[src/rtl/jump_control_unit.sv]
// jump_control_unit: Moore control sequencer for Mini SRC fetch and br/jr/jal/addi/nop/halt.
// Define CU_STEP_EN to add the step input and an idle wait state before each fetch.
module jump_control_unit #(
   parameter logic [4:0] ADD_OP   = 5'b00011,
   parameter logic [3:0] LINK_REG = 4'd15
) (
   input  logic        clk,
   input  logic        clr,
`ifdef CU_STEP_EN
   input  logic        step,
`endif
   input  logic [31:0] IR,
   input  logic        CON_output,
   output logic        PC_out,
   output logic        MDR_out,
   output logic        Zlo_out,
   output logic        R_out,
   output logic        C_out,
   output logic        MAR_rd,
   output logic        PC_rd,
   output logic        MDR_rd,
   output logic        IR_rd,
   output logic        Y_rd,
   output logic        Zlo_rd,
   output logic        Rin,
   output logic        CONin,
   output logic        Gra,
   output logic        Grb,
   output logic        Grc,
   output logic        BAout,
   output logic        IncPC,
   output logic        Read,
   output logic        Write,
   output logic        link_sel,
   output logic [4:0]  op_sel,
   output logic        Run
);

   typedef enum logic [4:0] {
      S_RST, S_IDLE, S_T0, S_T1, S_T2,
      S_BR3, S_BR4, S_BR5, S_BR6,
      S_JR3, S_JAL3, S_JAL4,
      S_ADDI3, S_ADDI4, S_ADDI5,
      S_HALT
   } state_t;

   state_t state_q, state_d, fetch_d;
   logic   unused_ok;

   // link register index is applied by the datapath when link_sel is high
   assign unused_ok = ^{IR[26:0], LINK_REG};

`ifdef CU_STEP_EN
   assign fetch_d = step ? S_T0 : S_IDLE;
`else
   assign fetch_d = S_T0;
`endif

   always_ff @(posedge clk) begin
      if (clr) state_q <= S_RST;
      else     state_q <= state_d;
   end

   always_comb begin
      state_d = state_q;
      unique case (state_q)
         S_RST:   state_d = fetch_d;
         S_IDLE:  state_d = fetch_d;
         S_T0:    state_d = S_T1;
         S_T1:    state_d = S_T2;
         S_T2: begin
            unique case (IR[31:27])
               5'b10011: state_d = S_BR3;
               5'b10100: state_d = S_JR3;
               5'b10101: state_d = S_JAL3;
               5'b01100: state_d = S_ADDI3;
               5'b11011: state_d = S_HALT;
               default:  state_d = fetch_d;
            endcase
         end
         S_BR3:   state_d = S_BR4;
         S_BR4:   state_d = S_BR5;
         S_BR5:   state_d = S_BR6;
         S_BR6:   state_d = fetch_d;
         S_JR3:   state_d = fetch_d;
         S_JAL3:  state_d = S_JAL4;
         S_JAL4:  state_d = fetch_d;
         S_ADDI3: state_d = S_ADDI4;
         S_ADDI4: state_d = S_ADDI5;
         S_ADDI5: state_d = fetch_d;
         S_HALT:  state_d = S_HALT;
         default: state_d = S_RST;
      endcase
   end

   always_comb begin
      PC_out   = 1'b0;
      MDR_out  = 1'b0;
      Zlo_out  = 1'b0;
      R_out    = 1'b0;
      C_out    = 1'b0;
      MAR_rd   = 1'b0;
      PC_rd    = 1'b0;
      MDR_rd   = 1'b0;
      IR_rd    = 1'b0;
      Y_rd     = 1'b0;
      Zlo_rd   = 1'b0;
      Rin      = 1'b0;
      CONin    = 1'b0;
      Gra      = 1'b0;
      Grb      = 1'b0;
      Grc      = 1'b0;
      BAout    = 1'b0;
      IncPC    = 1'b0;
      Read     = 1'b0;
      Write    = 1'b0;
      link_sel = 1'b0;
      op_sel   = 5'd0;
      Run      = 1'b1;
      unique case (state_q)
         S_T0: begin
            PC_out = 1'b1; MAR_rd = 1'b1;
            IncPC  = 1'b1; Zlo_rd = 1'b1;
         end
         S_T1: begin
            Zlo_out = 1'b1; PC_rd  = 1'b1;
            Read    = 1'b1; MDR_rd = 1'b1;
         end
         S_T2: begin
            MDR_out = 1'b1; IR_rd = 1'b1;
         end
         S_JR3, S_JAL4: begin
            Gra = 1'b1; R_out = 1'b1; PC_rd = 1'b1;
         end
         S_JAL3: begin
            PC_out = 1'b1; Rin = 1'b1; link_sel = 1'b1;
         end
         S_BR3: begin
            Gra = 1'b1; R_out = 1'b1; CONin = 1'b1;
         end
         S_BR4: begin
            PC_out = 1'b1; Y_rd = 1'b1;
         end
         S_BR5, S_ADDI4: begin
            C_out = 1'b1; op_sel = ADD_OP; Zlo_rd = 1'b1;
         end
         // the branch commit is the one input-dependent strobe
         S_BR6: begin
            Zlo_out = 1'b1; PC_rd = CON_output;
         end
         S_ADDI3: begin
            Grb = 1'b1; R_out = 1'b1; Y_rd = 1'b1;
         end
         S_ADDI5: begin
            Zlo_out = 1'b1; Gra = 1'b1; Rin = 1'b1;
         end
         S_HALT:  Run = 1'b0;
         default: ;
      endcase
   end

endmodule

[config.mk]
export PLATFORM = sky130hd
export DESIGN_NAME = jump_control_unit
export DESIGN_NICKNAME = d
export VERILOG_FILES = /design/src/rtl/jump_control_unit.sv
export SDC_FILE = /design/constraint.sdc
export NUM_CORES = 1
export LEC_CHECK = 0
export BUFFER_PORTS_ARGS = -buffer_cell sky130_fd_sc_hd__buf_2
export CAP_MARGIN = 25
export CORE_MARGIN = 1.5
export CORE_UTILIZATION = 35
export CTS_BUF_LIST = sky130_fd_sc_hd__clkbuf_2
export CTS_CLUSTER_SIZE = 40
export DETAILED_ROUTE_END_ITERATION = 6
export PLACE_DENSITY = 0.89
export SLEW_MARGIN = 15
export SYNTH_ARGS = -nofsm -noshare
export SYNTH_HDL_FRONTEND = slang
export SYNTH_SLANG_ARGS = --single-unit
[constraint.sdc]
create_clock -name clk -period 1.83 [get_ports clk]
set_clock_uncertainty 0.2 [all_clocks]
set_input_delay 0.366 -clock clk [delete_from_list [all_inputs] [get_ports clk]]
set_output_delay 0.366 -clock clk [all_outputs]
set_load 0.05 [all_outputs]
### Word-level counts from Yosys, hierarchy flattened

Index checks and enable logic that the tools add are counted.

* output and inout port bits: 27
* bits in registers: 5

* reductions and logical operators: 11
* muxes and demuxes: 19
* equality and inequality tests: 20

Operator list (number)
* 5-bit by 4-bit equality test with 1-bit output, second input constant: 9
* 4-bit case mux with 11 select lines: 1
* 5-bit by 3-bit equality test with 1-bit output, second input constant: 4
* 5-bit equality test, second input constant: 4
* 4-bit case mux with 5 select lines: 1
* 1-bit 2-to-1 mux: 15
* 3-bit OR reduction: 4
* 5-bit by 2-bit equality test with 1-bit output, second input constant: 2
* 4-bit OR reduction: 2
* 2-bit OR reduction: 3
* 6-bit OR reduction: 1
* 5-bit by 1-bit equality test with 1-bit output, second input constant: 1
* 5-bit logical NOT: 1
* 2-bit 2-to-1 mux: 1
* 1-bit case mux with 2 select lines: 1

### Longest topological paths before layout

* depth after elaboration: 3
* depth in mapped cells: 5
* gate-level depth less buffers: 4

### Least setup slack after synthesis

OpenSTA, ideal clock, no wires.

* path kind: register -> output
* from: reg state_q[2]
* to: out R_out
* data required time: 1.264 ns
* data arrival time: 2.296 ns
* cell stages (with the launch flop): 5
* slack: -1.032 ns
* buffers on the path: 1
* path through: dfxtp_1 buf_2 nand2_1 nor3_1 nand2b_1

* cells in the longest elaborated chain, start to end: 3

Ends and longest elaborated chain
* start: declaration: line 47 `state_t state_q, state_d, fetch_d;`
* start signal: assignment: line 61 `else state_q <= state_d;`
* 5-bit by 4-bit equality test with 1-bit output or 5-bit by 3-bit equality test with 1-bit output (tied branches): line 120 `unique case (state_q)`
* 4-bit OR reduction (no source line) (*)
* 1-bit 2-to-1 mux (*): line 120
* end: declaration: line 17 `output logic R_out,`

Every way passes the cells marked *; elsewhere a longest branch is shown, timed or not.

### Final worst setup path

* from: reg state_q[3]
* to: out Zlo_rd

* cells in the longest elaborated chain, start to end: 3

Ends and longest elaborated chain
* 5-bit by 3-bit equality test with 1-bit output, or another cell as far along: line 120
* 3-bit OR reduction (no source line) (*)
* 1-bit 2-to-1 mux (*): line 120
* end: declaration: line 24 `output logic Zlo_rd,`

Marks and branches as above.

==> results.cfg <==
[global_route]
gr-total-overflow = 0
grt_start_max_net_pins = 14
track_usage_pct = 19.5
antenna_found_initial = 0
grt_pass1_vias = 618
grt_pass1_wl_um = 2680

[final_layout]
top_register = state_q
ff_latch_area_sq_um = 92.6
finalNonFillerCells = 133
multi_input_area_sq_um = 512
largest_reg_flops = 4
antenna_cells = 0
top_regs = state_q x4
nFillCells = 128
drive_above_1_share_pct = 59.0
area_delta_synth_final_pct = 74.2
nets = 154

[synth]
synth_area_leaders = buf_4 15%, dfxtp_1 14%, nand2_1 6.0%
synth_seq_cells = 4
yosys.area.top_type = buf_4
syn_avg_cell_area_sq_um = 6.70
ys_warn_count = 0
synth_top_area_share_pct = 14.7
synthesis.instances = 84
yosys.cell_types.count = 29
syn_area_sq_um = 563
seq_area_frac_synth_pct = 14.2

[placed_design]
port_buffers = 28
dp_cells = 126
dp_hpwl_um = 1230
place.gp.congestion = 0.888

[clock_network]
clk_pin_slew_ns = 0.06
cts-root-buf = clkbuf_2
cts_buffers = 3
clock_path_buffers = 2
h-tree-depth = 1
clock_latency_ns = 0.22
cts_tree = built
clkSinkCount = 4

[die]
coreArea_sq_um = 1510
die-area_sq_um = 1860
initial_core_util_pct = 37.4
die_h_um = 43.1
rows = 14
pin_count = 62
die_w_um = 43.1

[critical_path]
path_delay_family = flip-flops
worstSetupStartpoint = state_q[3]$_SDFF_PP0_
cp.required_ns = 1.26
cp_slowest_cell = dfxtp_4
timing.rr.start = state_q[2]$_SDFF_PP0_
critical_path.cell_chain = xor2_2 > nor2b_4 > or2_4 > buf_8
worstSetupStartpointType = flop
critPathKind = reg -> out
crit_fanout = 8
critPathArrivalTime_ns = 1.32
cp.buffers_inverters = 1
end_kind = output port
max_stage_delay_ns = 0.38

[route]
met1_length_um = 677
route.met3.wl_um = 50
routed_wl_um = 1830
dr.pass1.iters = 4
route.detailed.drc = 0
via_per_inst = 5.23
vias = 696
ant_nets = 0
routedWlPerCell_um = 13.8
route.met2.wl_um = 1050
dr.max_layer_used = met4
first_iter_violations = 18

[sta]
setup_viol = 6
drv_slew = 0
grt_setup_unrepaired = true
fin_crit_sh_pct = 103
fin_crit_ns = 1.89
fin_tns_setup_ns = -0.119
fin_ws_ns = -0.0586
max_freq_mhz = 529
hold_viol_final = 0

[run_status]
violations = setup timing
status = finished, violations left

[power_and_ir_drop]
irDropWorstVdd_mv = 0.191
powerDensity_nw_per_um2 = 409
p_leak_nw = 0.436
p_total_mw = 0.402

[min_path]
hp-class = in -> reg
hold_start = clr

[job]
max_cap_viol_count = 0
## timing repair
action | in CTS | in global routing
setup endpoints to repair | 21 | 13
gates resized for setup | 29 | 12
hold buffers | 0 | 0
setup buffers | 3 | 1
pin swaps | 4 | 3
## power by group
| part | internal [mW] | total (mW) | switching [mW] |
|---|---|---|---|
| Clock | 0.0441 | 0.0868 | 0.0427 |
| Combinational | 0.0757 | 0.216 | 0.141 |
| Sequential | 0.0889 | 0.0985 | 0.00959 |
## layout make-up
class	instances	area share, %
Clock buffer	3	1.53
Inverter	2	0.765
Multi-Input combinational cell	66	52.2
Sequential cell	4	9.44
Tap cell	16	2.04
Timing Repair Buffer	42	34.1
## metal layers
metal / track usage (%) / vias up
met4: 10.9 / 0
met2: 33.7 / 26
met5: 0 / -
met3: 2.55 / 7
met1: 22.6 / 318
li1: - / 345
## Yosys cell counts
library cell,number
xnor2_1,1
a311oi_1,2
conb_1,1
o32ai_1,1
xor2_1,2
nand4_1,2
o21ai_0,6
inv_1,2
or4_1,1
a21oi_1,4
a211oi_1,2
nor3b_1,3
nand2_1,9
dfxtp_1,4
and2b_2,1
or2_4,1
and3b_2,1
a22oi_1,1
nor2b_1,3
a221oi_1,1
or2_2,1
nor2_1,7
nor3_1,3
a31oi_1,1
nand2b_1,5
o211a_1,1
buf_2,6
o21a_1,1
buf_4,11
## worst paths after layout
check / to / slack (ns) / cells after the start
worst min register to register: state_q[1]$_SDFF_PP0_ / 0.50 / 2
worst min-delay path: state_q[3]$_SDFF_PP0_ / 0.15 / 2
worst max-delay path: Zlo_rd / -0.06 / 4
worst max register to register: state_q[3]$_SDFF_PP0_ / 0.29 / 5
## worst reg2reg max path, cell delays in order (launching register included)
cell,delay [ns]
dfxtp_4,0.40
buf_4,0.15
nor2b_1,0.22
o211a_1,0.20
a211oi_1,0.05
a221oi_1,0.23
## cells by family after synthesis
group / count (synthesis) / share of synthesized area, %
AND/OR/NAND/NOR: 37 / 35.8
AO/OA/AOI/OAI: 20 / 23.3
buffers and inverters: 19 / 21.3
flip-flops: 4 / 14.2
XOR/XNOR: 3 / 4.67
other: 1 / 0.666
## layout by cell type, fill, tap and decap left out, types with 3 or more instances in the layout
cell / n
conb_1: 6
buf_6: 11
nand2_1: 8
clkbuf_4: 5
dfxtp_4: 3
buf_2: 12
nor2_1: 4
clkbuf_2: 3
nand2b_4: 3
o21ai_0: 4
buf_4: 13
a21oi_1: 4
## stage by stage
| step | instance area [sq um] | setup WS (ns) | hold slack (ns) | util, % |
|---|---|---|---|---|
| final | 981 | -0.0586 | 0.150 | 65.1 |
| after global routing | 981 | -0.0724 | 0.165 | 65.1 |
| after CTS | 931 | -0.0303 | 0.152 | 61.8 |
| after detailed placement | 805 | -0.0632 | 0.386 | 53.4 |
| after global placement | 805 | -0.00727 | 0.384 | 53.4 |
| after floorplan | 719 | -0.177 | 0.235 | - |
Power figures use the tool's default switching activity.
